===== config.mk =====
export PLATFORM = sky130hd
export DESIGN_NAME = lifo_stack
export DESIGN_NICKNAME = d
export VERILOG_FILES = /design/src/rtl/stack_pkg.sv /design/src/rtl/lifo_stack_mem.sv /design/src/rtl/lifo_stack.sv
export SDC_FILE = /design/constraint.sdc
export NUM_CORES = 1
export LEC_CHECK = 0
export ABC_CLOCK_PERIOD_IN_PS = 3900
export BUFFER_PORTS_ARGS = -buffer_cell sky130_fd_sc_hd__buf_2
export CORE_MARGIN = 2
export CORE_UTILIZATION = 55
export DETAILED_ROUTE_END_ITERATION = 7
export PLACE_DENSITY = 0.74
export SETUP_SLACK_MARGIN = 0.05
export SLEW_MARGIN = 40
export SYNTH_ARGS = -nofsm -noshare
export SYNTH_HDL_FRONTEND = slang
export SYNTH_SLANG_ARGS = --single-unit

===== constraint.sdc =====
create_clock -name clk -period 3.9 [get_ports clk]
set_input_delay 0.195 -clock clk [delete_from_list [all_inputs] [get_ports clk]]
set_output_delay 0.195 -clock clk [all_outputs]
set_load 0.02 [all_outputs]

===== src/rtl/stack_pkg.sv =====
// Shared constants, operation encoding and decode helper for the LIFO stack.
// Pointer width is derived from depth so it can hold every count 0..DEPTH.
package stack_pkg;

    localparam logic ENABLE     = 1'b1;
    localparam logic DISABLE    = 1'b0;
    localparam logic STACK_PUSH = 1'b1;
    localparam logic STACK_POP  = 1'b0;

    localparam int STACK_DATA_WIDTH = 16;
    localparam int STACK_DEPTH      = 16;

    typedef enum logic [1:0] {
        OP_IDLE,
        OP_PUSH,
        OP_POP,
        OP_REJECT
    } stack_op_e;

    function automatic int stack_ptr_width(input int depth);
        return $clog2(depth) + 1;
    endfunction

    // A rejected op is an enabled push on a full stack or pop on an empty one.
    function automatic stack_op_e decode_op(
        input logic en,
        input logic push,
        input logic full,
        input logic empty
    );
        stack_op_e op;
        op = OP_IDLE;
        case ({en, push})
            {ENABLE, STACK_PUSH}:  op = full  ? OP_REJECT : OP_PUSH;
            {ENABLE, STACK_POP}:   op = empty ? OP_REJECT : OP_POP;
            {DISABLE, STACK_PUSH}: op = OP_IDLE;
            {DISABLE, STACK_POP}:  op = OP_IDLE;
            default:               op = OP_IDLE;
        endcase
        return op;
    endfunction

endpackage


===== src/rtl/lifo_stack_mem.sv =====
// DEPTH x DATA_WIDTH register file: one synchronous write port, one asynchronous read port.
// Contents are intentionally not reset.
module lifo_stack_mem
    import stack_pkg::*;
#(
    parameter int DATA_WIDTH = STACK_DATA_WIDTH,
    parameter int DEPTH      = STACK_DEPTH,
    parameter int ADDR_WIDTH = $clog2(DEPTH)
) (
    input  logic                  clk,
    input  logic                  wr_en,
    input  logic [ADDR_WIDTH-1:0] wr_addr,
    input  logic [DATA_WIDTH-1:0] wr_data,
    input  logic [ADDR_WIDTH-1:0] rd_addr,
    output logic [DATA_WIDTH-1:0] rd_data
);

    logic [DATA_WIDTH-1:0] mem [DEPTH];

    always_ff @(posedge clk) begin
        if (wr_en) begin
            mem[wr_addr] <= wr_data;
        end
    end

    assign rd_data = mem[rd_addr];

endmodule


===== src/rtl/lifo_stack.sv =====
// LIFO stack with registered top-of-stack output and flags decoded from the pointer.
// Define STACK_ERR_FLAG_EN to add a sticky overflow/underflow error output 'err'.
module lifo_stack
    import stack_pkg::*;
#(
    parameter int DATA_WIDTH = STACK_DATA_WIDTH,
    parameter int DEPTH      = STACK_DEPTH,
    parameter int PTR_WIDTH  = stack_ptr_width(DEPTH)
) (
    input  logic                  clk,
    input  logic                  reset,
    input  logic                  en,
    input  logic                  push,
    input  logic [DATA_WIDTH-1:0] data_in,
    output logic [DATA_WIDTH-1:0] data_out,
    output logic                  empty,
    output logic                  full
`ifdef STACK_ERR_FLAG_EN
    ,
    output logic                  err
`endif
);

    localparam int ADDR_WIDTH = PTR_WIDTH - 1;

    logic [PTR_WIDTH-1:0]  sp;
    logic [ADDR_WIDTH-1:0] wr_addr;
    logic [ADDR_WIDTH-1:0] rd_addr;
    logic [DATA_WIDTH-1:0] rd_data;
    logic                  wr_en;
    stack_op_e             op;

    assign empty = (sp == '0);
    assign full  = (sp == PTR_WIDTH'(DEPTH));

    always_comb begin
        op = decode_op(en, push, full, empty);
    end

    // Writes go to mem[sp]; the read port looks two below sp so that a pop
    // can load the entry that becomes the new top in the same edge.
    assign wr_en   = (op == OP_PUSH);
    assign wr_addr = sp[ADDR_WIDTH-1:0];
    assign rd_addr = wr_addr - ADDR_WIDTH'(2);

    lifo_stack_mem #(
        .DATA_WIDTH (DATA_WIDTH),
        .DEPTH      (DEPTH),
        .ADDR_WIDTH (ADDR_WIDTH)
    ) u_mem (
        .clk     (clk),
        .wr_en   (wr_en),
        .wr_addr (wr_addr),
        .wr_data (data_in),
        .rd_addr (rd_addr),
        .rd_data (rd_data)
    );

    always_ff @(posedge clk or posedge reset) begin
        if (reset) begin
            sp       <= '0;
            data_out <= '0;
        end else begin
            case (op)
                OP_PUSH: begin
                    sp       <= sp + PTR_WIDTH'(1);
                    data_out <= data_in;
                end
                OP_POP: begin
                    sp       <= sp - PTR_WIDTH'(1);
                    data_out <= (sp > PTR_WIDTH'(1)) ? rd_data : '0;
                end
                default: begin
                    sp       <= sp;
                    data_out <= data_out;
                end
            endcase
        end
    end

`ifdef STACK_ERR_FLAG_EN
    always_ff @(posedge clk or posedge reset) begin
        if (reset) begin
            err <= 1'b0;
        end else if (op == OP_REJECT) begin
            err <= 1'b1;
        end
    end
`endif

endmodule


After elaboration in Yosys (flattened, before gate mapping). Memory sizes are Yosys's and may differ from the RTL's. Cells that the tools add are included.

Output and inout port bits: 18. Register bits after elaboration: 21. Memories: 1. Bits of input ports: 20. Bits in writable memories: 256. Logic and storage cells: 25.

Memory list: u_mem.mem (words 16, width 16, read ports 1, clocked after Yosys merged registers in 0, write ports 1, line lifo_stack_mem.sv:18) `logic [DATA_WIDTH-1:0] mem [DEPTH];`.

$lt $le $gt $ge: 1. Equality and inequality tests: 6. Reduce and logical (&&, ||, !) cells: 4. Multiplexer cells: 8. $add $sub $neg: 3.

Operators with widths (count): $pmux 16 s2 (1); $mux 16 (1); $pmux 5 s2 (1); $eq 2x2->1 const B (3); $pmux 2 s3 (1); $add 5x1->5 const B (1); $eq 5x5->1 const B (1); $gt 5x1->1 const B (1); $logic_not 5->1 (1); $sub 5x1->5 const B (1); $eq 2x1->1 const B (2); $sub 4x2->4 const B (1); $mux 1 (3); $logic_not 2->1 (1); $mux 2 (1); $reduce_bool 2->1 (1); $reduce_or 2->1 (1).

Longest topological paths before layout.
Depth after elaboration: 6. Depth in mapped cells: 16. Gate-level depth less buffers: 11.

Cells and area by module. A second synthesis with hierarchy kept.

Cell total of the unflattened synthesis: 582. Area, all modules: 11144.4 sq um.

Modules (own cells, without submodules): lifo_stack_mem (times used 1, seq. area each 7687.4 sq um, cells each 416, area an instance 9723.1 sq um); lifo_stack (times used 1, seq. area each 525.5 sq um, cells each 166, area an instance 1421.4 sq um).

Worst setup path after synthesis. OpenSTA, ideal clock, no wires.

Path kind: register to register. Start point: reg sp[0]. End point: mem u_mem.mem[0][0] (netlist bit) (enable). Period minus slack after synthesis: 3.768 ns. Path slack: 0.132 ns. Path buffers: 3. Cell stages (with the launch flop): 12. Setup time: 0.409 ns. Data arrival time: 3.358 ns. Data required time: 3.491 ns. Cells stage by stage: dfrtp_1 buf_6 buf_2 inv_2 buf_2 ha_1 nand2_1 nor2_1 o21a_1 ha_1 nand2_1 nor3_1.

Cells in the longest elaborated chain, start to end: 6. Elaborated cells on any way between the ends: 8. Classes of those cells: 2 x eq/ne; 5 x mux; 1 x reduce/logical.

RTL lines: start: declaration (line lifo_stack.sv:26) `logic [PTR_WIDTH-1:0] sp;`; start signal: assignment (line lifo_stack.sv:66) `sp <= sp + PTR_WIDTH'(1);`; start signal: assignment (line lifo_stack.sv:70) `sp <= sp - PTR_WIDTH'(1);`; start signal: assignment (line lifo_stack.sv:74) `sp <= sp;`; $logic_not 5->1 (line lifo_stack.sv:33) `assign empty = (sp == '0);`; via empty (line lifo_stack.sv:16) `output logic empty,`; $mux 1 (line stack_pkg.sv:35) `{ENABLE, STACK_POP}: op = empty ? OP_REJECT : OP_POP;`; $pmux 2 s3 (line stack_pkg.sv:33) `case ({en, push})`; $eq 2x1->1 (line lifo_stack.sv:42) `assign wr_en = (op == OP_PUSH);`; $mux 1 (line lifo_stack_mem.sv:21) `if (wr_en) begin`; $mux 1 (implied by the code) (line lifo_stack_mem.sv:22) `mem[wr_addr] <= wr_data;`; end: declaration (line lifo_stack_mem.sv:18).

The timed path passes the listed nets, and every way through them passes these cells.

Final worst setup path.
Start point: reg sp[1]. End point: mem u_mem.mem[2][8] (netlist bit) (enable).

Cells in the longest elaborated chain, start to end: 6. Elaborated cells on any way between the ends: 8. Classes of those cells: 2 x eq/ne; 5 x mux; 1 x reduce/logical.

RTL lines (line): $eq 5x5->1 or $logic_not 5->1 (tied branches) (lifo_stack.sv:34, lifo_stack.sv:33); $mux 2 or $mux 1 (tied branches) (stack_pkg.sv:34, stack_pkg.sv:35); $pmux 2 s3 (stack_pkg.sv:33); $eq 2x1->1 (lifo_stack.sv:42); $mux 1 (lifo_stack_mem.sv:21); $mux 1 (implied by the code) (lifo_stack_mem.sv:22).

Parallel ways exist; a longest one is shown, timed or not.

==> results_dict.tcl <==
set metrics [dict create \
    ctsHtreeMaxLevel 1 \
    residual_antenna_violating_net_count_after_detailed_routing 0 \
    crit_path_cell_trace "buf_4, buf_4, ha_1, nand2_1, nor3_2, buf_12" \
    synthCells 522 \
    arrival_ps 3350 \
    clock-skew-final_ps 7.96 \
    synth.yosys.warnings 0 \
    slew-limit-headroom 0.461 \
    vias 5443 \
    antenna_violations_before_repair 1 \
    syn_area_sq_um 10900 \
    worst_path_largest_cell_delay_ps 650 \
    cts_resized 0 \
    synth-main-ff-cell "sky130_fd_sc_hd__edfxtp_1" \
    place_ws_ps 765 \
    global_route_wire_length_before_repair_mm 35.2 \
    detailroute.wirelength.met2_mm 11.2 \
    place_hpwl_mm 14.2 \
    fmax_mhz 322 \
    drtPass1Iterations 5 \
    clk-insertion-delay-late_ps 530 \
    cts_root_buf "sky130_fd_sc_hd__clkbuf_16" \
    yosysSeqAreaShare 0.751 \
    routedLengthMet1_mm 9.32 \
    post_synthesis_simple_gate_area_fraction 0.0295 \
    design.portCount 38 \
    dr.first_iter.drc_count 545 \
    worstHoldPathType "in2reg" \
    start_util 0.562 \
    worst_pin_slew_ps 804 \
    placementRows 51 \
    worst_setup_path_start_kind "flip-flop" \
    layout_worst_path_cycle_share 0.796 \
    numCtsBuffers 28 \
    syn-mean-instance-area_sq_um 20.9 \
    largest_cells_by_area_after_synthesis "sky130_fd_sc_hd__edfxtp_1 (70%), sky130_fd_sc_hd__mux4_2 (12%), sky130_fd_sc_hd__dfrtp_1 (4.8%)" \
    buffer_ports.inserted 37 \
    layout.core_utilization 0.645 \
    wl_per_cell_um 26.4 \
    pwr_density_cell_nw_per_um2 710 \
    post_synth_edffs 256 \
    dieArea_sq_um 21000 \
    placed_cells 825 \
    fin_setup_tns_ps 0 \
    placed_area_sq_um 11600 \
    flow.area_growth_from_synthesis_pct 14.8 \
    nets 622 \
    route.detailed.vias_per_inst 6.19 \
    fp.coreArea_sq_um 19500 \
    worst-setup-path-type "reg2reg" \
    final-hold-violation-count 0 \
    amount_of_wire_on_met3_after_detailed_routing_mm 1.81 \
    post_cts.repair.setup_buffers 0 \
    post_synth_fa_ha_maj_area_fraction 0.0126 \
    synthMuxAreaShare 0.168 \
    ir_worst_vdd_mv 0.594 \
    r2r_cells 6 \
    die_h_um 145 \
    outcome "finished, final reports clean" \
    synth.ff_latch_count 277 \
    power.static_leakage_nw 4.20 \
    horizontal_die_dimension_um 145 \
    cp_max_fo 39 \
    finalWorstSetupSlack_ps 794 \
    synthDominantCellAreaShare 0.703 \
    synth_compound_area_frac 0.0187 \
    mostFrequentLayoutCells "sky130_fd_sc_hd__edfxtp_1 (256), sky130_fd_sc_hd__mux4_2 (56), sky130_fd_sc_hd__nand2_1 (42)" \
    grt_use_total 0.226 \
    hold_slack_ps 47.6 \
    cts.sinks 277 \
    holdCritStartpoint "data_in[9]" \
    post_route_cells_drive_above_1_share 0.356 \
    rsz0062_at_grt "false" \
    largest_family_of_logic_cells_by_synthesized_area "multiplexers" \
    cp_startpoint "sp[1]" \
    fillers 1267 \
    netlist.top_cell.by_area "sky130_fd_sc_hd__edfxtp_1" \
    clk_pin_slew_worst_paths_ps 60 \
    grt-ovfl-total 0 \
    timing.final.crit_period_ps 3110 \
    share_of_the_synthesized_netlist_area_taken_by_xor_and_xnor_gates 0.00401 \
    reg2reg_from "sp[1]" \
    drv_cap 0 \
    final_cell_count_no_fill 879 \
    layout_commonest_cell "sky130_fd_sc_hd__edfxtp_1" \
    globalplace.congestion 0.881 \
    postCtsHoldBufs 1 \
    whs_path_depth 1 \
    route.detailed.drc 0 \
    grt_start_max_net_pins 40 \
    setup.worst_path.end_class "flip-flop" \
    share_of_async_settable_or_async_resettable_flops_after_synthesis 0.0758 \
    syn-num-nets 553 \
    timing.final.setup_violations 0 \
    cts_buffer_depth 3 \
    vias_in_the_first_global_route 5820 \
    crit_required_ps 4140 \
    tritoncts "yes" \
    dominant_cell_type_by_count_on_the_critical_path "sky130_fd_sc_hd__buf_4" \
    total_power_mw 8.91 \
    yosys.cell_types.count 33 \
    drt_wl_total_mm 23.2 \
    top_layer_in_use "met4" \
    slew_viol_final 0 \
    finalInstanceArea_sq_um 12600 \
    worst_path_max_delay_cell "sky130_fd_sc_hd__nor3_2" \
]
-- final timing paths --
kind | slack, ps | end
worst max-delay path | 790 | u_mem.mem[2][8]
worst min-delay path | 50 | u_mem.mem[13][9]
worst max register to register | 790 | u_mem.mem[2][8]
worst min register to register | 560 | data_out[13]
max in group asynchronous | 3260 | sp[1]
min in group asynchronous | 240 | data_out[11]
-- synthesized netlist by cell type (7+ instances only) --
| library cell | n |
|---|---|
| sky130_fd_sc_hd__mux4_2 | 56 |
| sky130_fd_sc_hd__dfrtp_1 | 21 |
| sky130_fd_sc_hd__mux2_2 | 32 |
| sky130_fd_sc_hd__nand2_1 | 42 |
| sky130_fd_sc_hd__buf_2 | 13 |
| sky130_fd_sc_hd__nor2_1 | 17 |
| sky130_fd_sc_hd__clkbuf_1 | 10 |
| sky130_fd_sc_hd__a222oi_1 | 15 |
| sky130_fd_sc_hd__ha_1 | 11 |
| sky130_fd_sc_hd__inv_1 | 7 |
| sky130_fd_sc_hd__mux4_1 | 8 |
| sky130_fd_sc_hd__edfxtp_1 | 256 |
-- worst max-delay path, delay by kind of cell, from the launching register on --
family,cells,cell delay (ps)
adders and majority gates,1,260
buffers and inverters,3,1320
DFF,1,400
and+or+nand+nor,2,800
-- state kept, by name, summed over array words and instances, names as in the netlist --
register / cells
u_mem.mem: 256
sp: 5
data_out: 16
-- layout make-up --
type / count / area [sq um] / area share
sequential: 277 / 8220 / 0.655
clock inverter: 17 / 139 / 0.0111
timing repair buffer: 65 / 435 / 0.0347
multi-input combinational: 211 / 2650 / 0.211
clock buffer: 35 / 748 / 0.0596
tap: 265 / 332 / 0.0264
antenna: 1 / 2.50 / 0.000199
inverter: 8 / 30.0 / 0.00239
-- per-layer routing --
| metal | vias to the layer above | track usage |
|---|---|---|
| li1 | 2284 | - |
| met4 | 0 | 0.0856 |
| met3 | 65 | 0.0399 |
| met1 | 2822 | 0.321 |
| met2 | 272 | 0.356 |
| met5 | - | 0 |
-- cells by family (layout without fill, tap and decap cells) --
group / after synthesis / after routing
flip-flops: 277 / 277
multiplexers: 97 / 97
adder cells (fa/ha/maj): 11 / 11
AO/OA/AOI/OAI: 24 / 24
AND/OR/NAND/NOR: 74 / 74
XOR/XNOR: 5 / 5
buffers and inverters: 34 / 125
other: 0 / 1
-- power breakdown --
part	internal (mW)	switching [mW]	total [mW]
clock network	1.49	1.07	2.56
registers	3.48	0.198	3.67
logic	1.29	1.38	2.67
Power figures use the tool's default switching activity.
